==> src/rtl/spi_accel_pkg.sv <==
// Shared definitions for the ADXL345-style SPI responder: register map, reset values, FSM states.
package spi_accel_pkg;

  localparam logic [5:0] ADDR_DEVID       = 6'h00;
  localparam logic [5:0] ADDR_BW_RATE     = 6'h2C;
  localparam logic [5:0] ADDR_POWER_CTL   = 6'h2D;
  localparam logic [5:0] ADDR_INT_ENABLE  = 6'h2E;
  localparam logic [5:0] ADDR_INT_SOURCE  = 6'h30;
  localparam logic [5:0] ADDR_DATA_FORMAT = 6'h31;
  localparam logic [5:0] ADDR_DATAX0      = 6'h32;
  localparam logic [5:0] ADDR_DATAX1      = 6'h33;
  localparam logic [5:0] ADDR_DATAY0      = 6'h34;
  localparam logic [5:0] ADDR_DATAY1      = 6'h35;
  localparam logic [5:0] ADDR_DATAZ0      = 6'h36;
  localparam logic [5:0] ADDR_DATAZ1      = 6'h37;

  localparam logic [7:0] RST_BW_RATE     = 8'h0A;
  localparam logic [7:0] RST_POWER_CTL   = 8'h00;
  localparam logic [7:0] RST_INT_ENABLE  = 8'h00;
  localparam logic [7:0] RST_DATA_FORMAT = 8'h00;

  localparam int unsigned POWER_CTL_MEASURE_BIT = 3;
  localparam int unsigned INT_DATA_READY_BIT    = 7;

  typedef enum logic [1:0] {
    StIdle,
    StCmd,
    StData
  } state_e;

  function automatic logic is_data_addr(input logic [5:0] addr);
    return (addr >= ADDR_DATAX0) && (addr <= ADDR_DATAZ1);
  endfunction

endpackage

==> src/rtl/spi_sync_edge.sv <==
// N-stage synchroniser with optional rise/fall pulses taken from the last two synchronised samples.
module spi_sync_edge #(
  parameter int unsigned Stages   = 2,
  parameter bit          ResetVal = 1'b0,
  parameter bit          EdgeEn   = 1'b1
) (
  input  logic clk_i,
  input  logic rst_ni,
  input  logic d_i,
  output logic q_o,
  output logic rise_o,
  output logic fall_o
);

  logic [Stages-1:0] sync_q;
  logic              prev_q;

  always_ff @(posedge clk_i or negedge rst_ni) begin
    if (!rst_ni) begin
      sync_q <= {Stages{ResetVal}};
      prev_q <= ResetVal;
    end else begin
      sync_q <= {sync_q[Stages-2:0], d_i};
      prev_q <= sync_q[Stages-1];
    end
  end

  assign q_o    = sync_q[Stages-1];
  assign rise_o = EdgeEn & q_o & ~prev_q;
  assign fall_o = EdgeEn & ~q_o & prev_q;

endmodule

==> src/rtl/spi_accel_responder.sv <==
// Mode-3 SPI responder emulating an ADXL345 register map, oversampled from the system clock.
module spi_accel_responder
  import spi_accel_pkg::*;
#(
  parameter logic [7:0]  DEVID       = 8'hE5,
  parameter int unsigned SYNC_STAGES = 2
) (
  input  logic        clk,
  input  logic        reset_n,
  input  logic        spi_csn,
  input  logic        spi_sclk,
  input  logic        spi_sdi,
  output logic        spi_sdo,
  output logic        spi_sdo_oe,
  input  logic [15:0] sample_x,
  input  logic [15:0] sample_y,
  input  logic [15:0] sample_z,
  input  logic        sample_valid,
  output logic        int1,
  output logic [7:0]  cfg_bw_rate,
  output logic [7:0]  cfg_power_ctl,
  output logic [7:0]  cfg_int_enable,
  output logic [7:0]  cfg_data_format
);

  logic csn_s, csn_fall, csn_rise_unused;
  logic sclk_unused, sclk_rise, sclk_fall;
  logic sdi_s, sdi_rise_unused, sdi_fall_unused;

  spi_sync_edge #(.Stages(SYNC_STAGES), .ResetVal(1'b1), .EdgeEn(1'b1)) u_sync_csn (
    .clk_i (clk),
    .rst_ni(reset_n),
    .d_i   (spi_csn),
    .q_o   (csn_s),
    .rise_o(csn_rise_unused),
    .fall_o(csn_fall)
  );

  spi_sync_edge #(.Stages(SYNC_STAGES), .ResetVal(1'b1), .EdgeEn(1'b1)) u_sync_sclk (
    .clk_i (clk),
    .rst_ni(reset_n),
    .d_i   (spi_sclk),
    .q_o   (sclk_unused),
    .rise_o(sclk_rise),
    .fall_o(sclk_fall)
  );

  spi_sync_edge #(.Stages(SYNC_STAGES), .ResetVal(1'b0), .EdgeEn(1'b0)) u_sync_sdi (
    .clk_i (clk),
    .rst_ni(reset_n),
    .d_i   (spi_sdi),
    .q_o   (sdi_s),
    .rise_o(sdi_rise_unused),
    .fall_o(sdi_fall_unused)
  );

  state_e      state_q, state_d;
  logic [2:0]  bit_cnt_q, bit_cnt_d;
  logic [7:0]  rx_q, rx_d, tx_q, tx_d;
  logic        sdo_q, sdo_d, rw_q, rw_d, mb_q, mb_d;
  logic [5:0]  addr_q, addr_d;
  logic [7:0]  bw_rate_q, bw_rate_d, power_ctl_q, power_ctl_d;
  logic [7:0]  int_enable_q, int_enable_d, data_format_q, data_format_d;
  logic [15:0] live_x_q, live_x_d, live_y_q, live_y_d, live_z_q, live_z_d;
  logic [15:0] shad_x_q, shad_x_d, shad_y_q, shad_y_d, shad_z_q, shad_z_d;
  logic        data_ready_q, data_ready_d, int1_q;

  logic [7:0] rx_next, rd_data;
  logic [5:0] cmd_addr, next_addr, rd_addr;
  logic       dr_clear;

  assign rx_next   = {rx_q[6:0], sdi_s};
  assign cmd_addr  = rx_next[5:0];
  assign next_addr = mb_q ? addr_q + 6'd1 : addr_q;
  // TX reload happens either at the end of the command byte or at the end of a data byte.
  assign rd_addr   = (state_q == StCmd) ? cmd_addr : next_addr;

  always_comb begin
    rd_data = 8'h00;
    case (rd_addr)
      ADDR_DEVID:       rd_data = DEVID;
      ADDR_BW_RATE:     rd_data = bw_rate_q;
      ADDR_POWER_CTL:   rd_data = power_ctl_q;
      ADDR_INT_ENABLE:  rd_data = int_enable_q;
      ADDR_INT_SOURCE:  rd_data = 8'(data_ready_q) << INT_DATA_READY_BIT;
      ADDR_DATA_FORMAT: rd_data = data_format_q;
      ADDR_DATAX0:      rd_data = shad_x_q[7:0];
      ADDR_DATAX1:      rd_data = shad_x_q[15:8];
      ADDR_DATAY0:      rd_data = shad_y_q[7:0];
      ADDR_DATAY1:      rd_data = shad_y_q[15:8];
      ADDR_DATAZ0:      rd_data = shad_z_q[7:0];
      ADDR_DATAZ1:      rd_data = shad_z_q[15:8];
      default:          rd_data = 8'h00;
    endcase
  end

  always_comb begin
    state_d       = state_q;
    bit_cnt_d     = bit_cnt_q;
    rx_d          = rx_q;
    tx_d          = tx_q;
    sdo_d         = sdo_q;
    rw_d          = rw_q;
    mb_d          = mb_q;
    addr_d        = addr_q;
    bw_rate_d     = bw_rate_q;
    power_ctl_d   = power_ctl_q;
    int_enable_d  = int_enable_q;
    data_format_d = data_format_q;
    live_x_d      = live_x_q;
    live_y_d      = live_y_q;
    live_z_d      = live_z_q;
    shad_x_d      = shad_x_q;
    shad_y_d      = shad_y_q;
    shad_z_d      = shad_z_q;
    dr_clear      = 1'b0;

    if (sample_valid) begin
      live_x_d = sample_x;
      live_y_d = sample_y;
      live_z_d = sample_z;
    end

    unique case (state_q)
      StIdle: begin
        if (csn_fall) begin
          state_d   = StCmd;
          bit_cnt_d = 3'd0;
          shad_x_d  = live_x_q;
          shad_y_d  = live_y_q;
          shad_z_d  = live_z_q;
        end
      end
      StCmd: begin
        if (sclk_rise) begin
          rx_d      = rx_next;
          bit_cnt_d = bit_cnt_q + 3'd1;
          if (bit_cnt_q == 3'd7) begin
            state_d = StData;
            rw_d    = rx_next[7];
            mb_d    = rx_next[6];
            addr_d  = cmd_addr;
            tx_d    = rd_data;
          end
        end
      end
      StData: begin
        if (sclk_fall && rw_q) begin
          sdo_d = tx_q[7];
          tx_d  = {tx_q[6:0], 1'b1};
        end
        if (sclk_rise) begin
          rx_d      = rx_next;
          bit_cnt_d = bit_cnt_q + 3'd1;
          if (bit_cnt_q == 3'd7) begin
            if (!rw_q) begin
              case (addr_q)
                ADDR_BW_RATE:     bw_rate_d     = rx_next;
                ADDR_POWER_CTL:   power_ctl_d   = rx_next;
                ADDR_INT_ENABLE:  int_enable_d  = rx_next;
                ADDR_DATA_FORMAT: data_format_d = rx_next;
                default: ;
              endcase
            end else begin
              dr_clear = is_data_addr(addr_q);
              tx_d     = rd_data;
            end
            addr_d = next_addr;
          end
        end
      end
      default: state_d = StIdle;
    endcase

    // Deselect wins over everything: partial bytes are dropped and SDO parks high.
    if (csn_s) begin
      state_d   = StIdle;
      bit_cnt_d = 3'd0;
      sdo_d     = 1'b1;
    end

    data_ready_d = data_ready_q;
    if (dr_clear) data_ready_d = 1'b0;
    if (sample_valid && power_ctl_q[POWER_CTL_MEASURE_BIT]) data_ready_d = 1'b1;
  end

  always_ff @(posedge clk or negedge reset_n) begin
    if (!reset_n) begin
      state_q       <= StIdle;
      bit_cnt_q     <= 3'd0;
      rx_q          <= 8'h00;
      tx_q          <= 8'hFF;
      sdo_q         <= 1'b1;
      rw_q          <= 1'b0;
      mb_q          <= 1'b0;
      addr_q        <= 6'h00;
      bw_rate_q     <= RST_BW_RATE;
      power_ctl_q   <= RST_POWER_CTL;
      int_enable_q  <= RST_INT_ENABLE;
      data_format_q <= RST_DATA_FORMAT;
      live_x_q      <= 16'h0000;
      live_y_q      <= 16'h0000;
      live_z_q      <= 16'h0000;
      shad_x_q      <= 16'h0000;
      shad_y_q      <= 16'h0000;
      shad_z_q      <= 16'h0000;
      data_ready_q  <= 1'b0;
      int1_q        <= 1'b0;
    end else begin
      state_q       <= state_d;
      bit_cnt_q     <= bit_cnt_d;
      rx_q          <= rx_d;
      tx_q          <= tx_d;
      sdo_q         <= sdo_d;
      rw_q          <= rw_d;
      mb_q          <= mb_d;
      addr_q        <= addr_d;
      bw_rate_q     <= bw_rate_d;
      power_ctl_q   <= power_ctl_d;
      int_enable_q  <= int_enable_d;
      data_format_q <= data_format_d;
      live_x_q      <= live_x_d;
      live_y_q      <= live_y_d;
      live_z_q      <= live_z_d;
      shad_x_q      <= shad_x_d;
      shad_y_q      <= shad_y_d;
      shad_z_q      <= shad_z_d;
      data_ready_q  <= data_ready_d;
      int1_q        <= data_ready_q & int_enable_q[INT_DATA_READY_BIT];
    end
  end

  assign spi_sdo         = sdo_q;
  assign spi_sdo_oe      = (state_q == StData) && rw_q && !csn_s;
  assign int1            = int1_q;
  assign cfg_bw_rate     = bw_rate_q;
  assign cfg_power_ctl   = power_ctl_q;
  assign cfg_int_enable  = int_enable_q;
  assign cfg_data_format = data_format_q;

endmodule

==> config.mk <==
export PLATFORM = sky130hd
export DESIGN_NAME = spi_accel_responder
export DESIGN_NICKNAME = d
export VERILOG_FILES = /design/src/rtl/spi_accel_pkg.sv /design/src/rtl/spi_sync_edge.sv /design/src/rtl/spi_accel_responder.sv
export SDC_FILE = /design/constraint.sdc
export NUM_CORES = 1
export LEC_CHECK = 0
export BUFFER_PORTS_ARGS = -buffer_cell sky130_fd_sc_hd__buf_4
export CAP_MARGIN = 20
export CORE_MARGIN = 4
export CORE_UTILIZATION = 55
export CTS_BUF_LIST = sky130_fd_sc_hd__clkbuf_4
export DETAILED_ROUTE_END_ITERATION = 6
export GPL_ROUTABILITY_DRIVEN = 0
export MAX_ROUTING_LAYER = met4
export PLACE_DENSITY_LB_ADDON = 0.12
export SETUP_SLACK_MARGIN = 0.5
export SYNTH_ARGS = -nofsm -noshare
export SYNTH_HDL_FRONTEND = slang
export SYNTH_SLANG_ARGS = --single-unit
==> constraint.sdc <==
create_clock -name clk -period 2.59 [get_ports clk]
set_clock_uncertainty 0.2 [all_clocks]
set_input_delay 0.259 -clock clk [delete_from_list [all_inputs] [get_ports clk]]
set_output_delay 0.259 -clock clk [all_outputs]
set_load 0.03 [all_outputs]
==> flow_summary.json <==
{
  "clk_pin_slew_ns": 0.14,
  "cts.sinks": 167,
  "die_w_um": 127,
  "drive_gt1_share_pct": 54.8,
  "ys_types": 58,
  "hp-class": "input port to flop",
  "path_class": "flop to flop",
  "fin_nets": 910,
  "cp_slowest_stage_delay_ns": 0.43,
  "antenna_found_initial": 0,
  "dr_total_vias": 6173,
  "violations": "negative setup slack",
  "die-area_mm2": 0.0160,
  "wl_per_cell_um": 21.2,
  "ys_async_sr_fraction_pct": 100,
  "htreeDepth": 4,
  "final_cell_mix": "buf_4 (153), dfrtp_1 (147), mux2_2 (108)",
  "hold_slack_ns": 0.0600,
  "portBuffers": 88,
  "min_period_ns": 2.61,
  "slew_headroom_pct": 58.4,
  "dieHeight_um": 127,
  "synth_area_per_cell_um2": 12.5,
  "drv_cap": 0,
  "post-dp-hpwl_um": 13100,
  "grt_overflow_total": 0,
  "synth_top_flop_cell": "dfrtp_1",
  "avgViaCountPerCell": 5.95,
  "place_inst": 884,
  "worst_setup_path_start_kind": "flop",
  "synth.net_count": 682,
  "power.total_uw": 8390,
  "fin_crit_sh_pct": 101,
  "grt_util_all_layers_pct": 26.7,
  "crit_chain": "inv_4 -> ha_4 -> mux2i_4 -> o21ai_4 -> buf_4 -> buf_6 -> buf_4 -> buf_6 -> mux2i_1 -> a2bb2oi_1 -> o22ai_1 -> nor2_1 -> a21oi_2",
  "path_max_fanout": 5,
  "cts.path.max_buffers": 2,
  "areaGrowthSynthToFinish_pct": 41.1,
  "cellLeakagePower_uw": 0.00480,
  "finalWorstSetupSlack_ns": -0.0160,
  "num_io_pins": 89,
  "fin_util_pct": 78.9,
  "yosys_warnings": 0,
  "syn_inst": 617,
  "clock_latency_ns": 0.57,
  "outcome": "finished with violations",
  "setup-violations-final": 2,
  "fillers": 791,
  "grt_pass1_wl_um": 32700,
  "first_pass_iters": 6,
  "ir_drop_v": 0.000531,
  "slowest_stage": "dfrtp_2",
  "cts-root-buf": "clkbuf_4",
  "grt_max_degree": 55,
  "final-instance-count-excl-fill": 1038,
  "route.detailed.drc": 0,
  "synth_edf_count": 0,
  "worstPathArrival_ns": 2.91,
  "initial_core_util_pct": 55.9,
  "cts_tree": "yes",
  "yosysSeqAreaShare_pct": 54.3,
  "netlist_area_mm2": 0.00773,
  "drt_iter0_markers": 610,
  "n_antenna_cell": 0,
  "grt_pass1_vias": 6128,
  "slew_viol_final": 0,
  "path_delay_family": "compound AO/OA/AOI/OAI gates",
  "routed_wl_um": 22000,
  "cts_made_buffers": 17,
  "tightest_slew_ns": 0.624,
  "dpl_worst_slack_ns": -0.0531,
  "power_per_cell_area_mw_per_mm2": 769,
  "core-area_mm2": 0.0138,
  "drtAntennaViolNets": 0,
  "final_common_cell": "buf_4",
  "end_kind": "flop",
  "rows": 43,
  "rsz0062_at_grt": "true",
  "required_ns": 2.90,
  "synth-seq-cells": 167,
  "max_freq_mhz": 384,
  "worst-path-buf-inv": 5,
  "hold_viol": 0
}
[what timing repair did]
| action | 4_1_cts | 5_1_grt |
|---|---|---|
| endpoints found under the hold margin | 209 | 12 |
| hold buffers | 52 | 1 |
| cloned | 1 | 2 |
| buffers inserted | 32 | 34 |
| pin swaps | 18 | 32 |
| setup endpoints to repair | 49 | 66 |
| resized for setup | 66 | 93 |
[path summary, 6_finish.rpt]
| check | startpoint | end | slack (ns) | depth (start not counted) |
|---|---|---|---|---|
| max reg2reg | addr_q[1]$_DFFE_PN0P_ | tx_q[3]$_DFFE_PN1P_ | -0.02 | 13 |
| max | addr_q[1]$_DFFE_PN0P_ | tx_q[3]$_DFFE_PN1P_ | -0.02 | 13 |
| min in group asynchronous | reset_n | cfg_data_format[4]$_DFFE_PN0P_ | 0.55 | 3 |
| min | sample_valid | data_ready_q$_DFFE_PN0P_ | 0.06 | 3 |
| min reg2reg | u_sync_sdi.sync_q[0]$_DFF_PN0_ | u_sync_sdi.sync_q[1]$_DFF_PN0_ | 0.18 | 0 |
| max in group asynchronous | reset_n | shad_x_q[2]$_DFFE_PN0P_ | 0.92 | 4 |
[final cells by class]
type | count | area, um^2 | share of cell area, %
clock buffers | 20 | 150 | 1.38
inverters | 14 | 68.8 | 0.631
multi-input cells | 399 | 3920 | 35.9
flip-flops and latches | 167 | 4200 | 38.5
clock inverters | 12 | 118 | 1.08
repair buffers | 246 | 2230 | 20.4
well taps | 180 | 225 | 2.06
[through the flow]
stage	area [um^2]	setup TNS, ns
after CTS	10200	0
after detailed placement	8900	-0.111
after global placement	8900	0
after global routing	10900	-0.616
after floorplan	7880	-0.0562
final	10900	-0.0264
[worst min-delay path, cell delays in order]
cell	delay, ns
buf_4	0.30
nand2_1	0.17
nand2_1	0.05
[per-layer routing]
| layer | global-route usage, % | share of wire (%) | vias to the layer above |
|---|---|---|---|
| met2 | 42.2 | 49 | 300 |
| met1 | 34.0 | 41 | 3078 |
| li1 | - | - | 2720 |
| met3 | 6.44 | 6.5 | 75 |
| met5 | - | 0 | - |
| met4 | 9.53 | 3.7 | 0 |
[cell usage after synthesis (all sizes together) (2+ instances only)]
cell,count,share of area [%]
dfrtp,150,49
mux2,141,21
nand2,42,2.0
clkbuf,22,1.1
o21ai,21,1.5
a21oi,20,1.3
nor2,18,0.87
dfstp,17,5.8
mux2i,16,2.1
buf,15,1.1
o22ai,15,1.2
inv,14,0.68
ha,11,1.8
nor2b,11,0.89
a22oi,10,0.97
a2bb2oi,9,1.0
and2,8,0.68
nand3,8,0.58
a211oi,7,0.68
a222oi,7,0.91
nand2b,5,0.40
nand3b,5,0.49
a21boi,4,0.39
a31oi,4,0.32
a32oi,3,0.34
or2,3,0.24
xnor2,3,0.34
a221oi,2,0.31
nor4b,2,0.42
nor4bb,2,0.26
o211ai,2,0.19
o32ai,2,0.23
o41ai,2,0.23
[state kept, by name, indices dropped and copies added (netlist names), 8 cells and up, named ones only]
| register | count |
|---|---|
| cfg_bw_rate | 8 |
| cfg_data_format | 8 |
| cfg_int_enable | 8 |
| cfg_power_ctl | 8 |
| live_x_q | 16 |
| live_y_q | 16 |
| live_z_q | 16 |
| shad_x_q | 16 |
| shad_y_q | 16 |
| shad_z_q | 16 |
| tx_q | 8 |
[cells by family after synthesis]
kind of cell             count (synthesis)  share of synthesized area, %
buffers and inverters                   51                          2.80
XOR/XNOR                                 3                         0.340
multiplexers                           157                          22.6
adder cells (fa/ha/maj)                 11                          1.78
flip-flops                             167                          54.3
AND/OR/NAND/NOR                        112                          7.70
AO/OA/AOI/OAI                          116                          10.5
[power by group]
group	leakage, uW	internal [uW]	switching, uW	total, uW
registers	0.00202	3070	449	3520
clock network	0.000150	527	964	1490
logic	0.00262	1790	1590	3380
total	0.00480	5390	3000	8390
(Power assumes the default switching activity.)
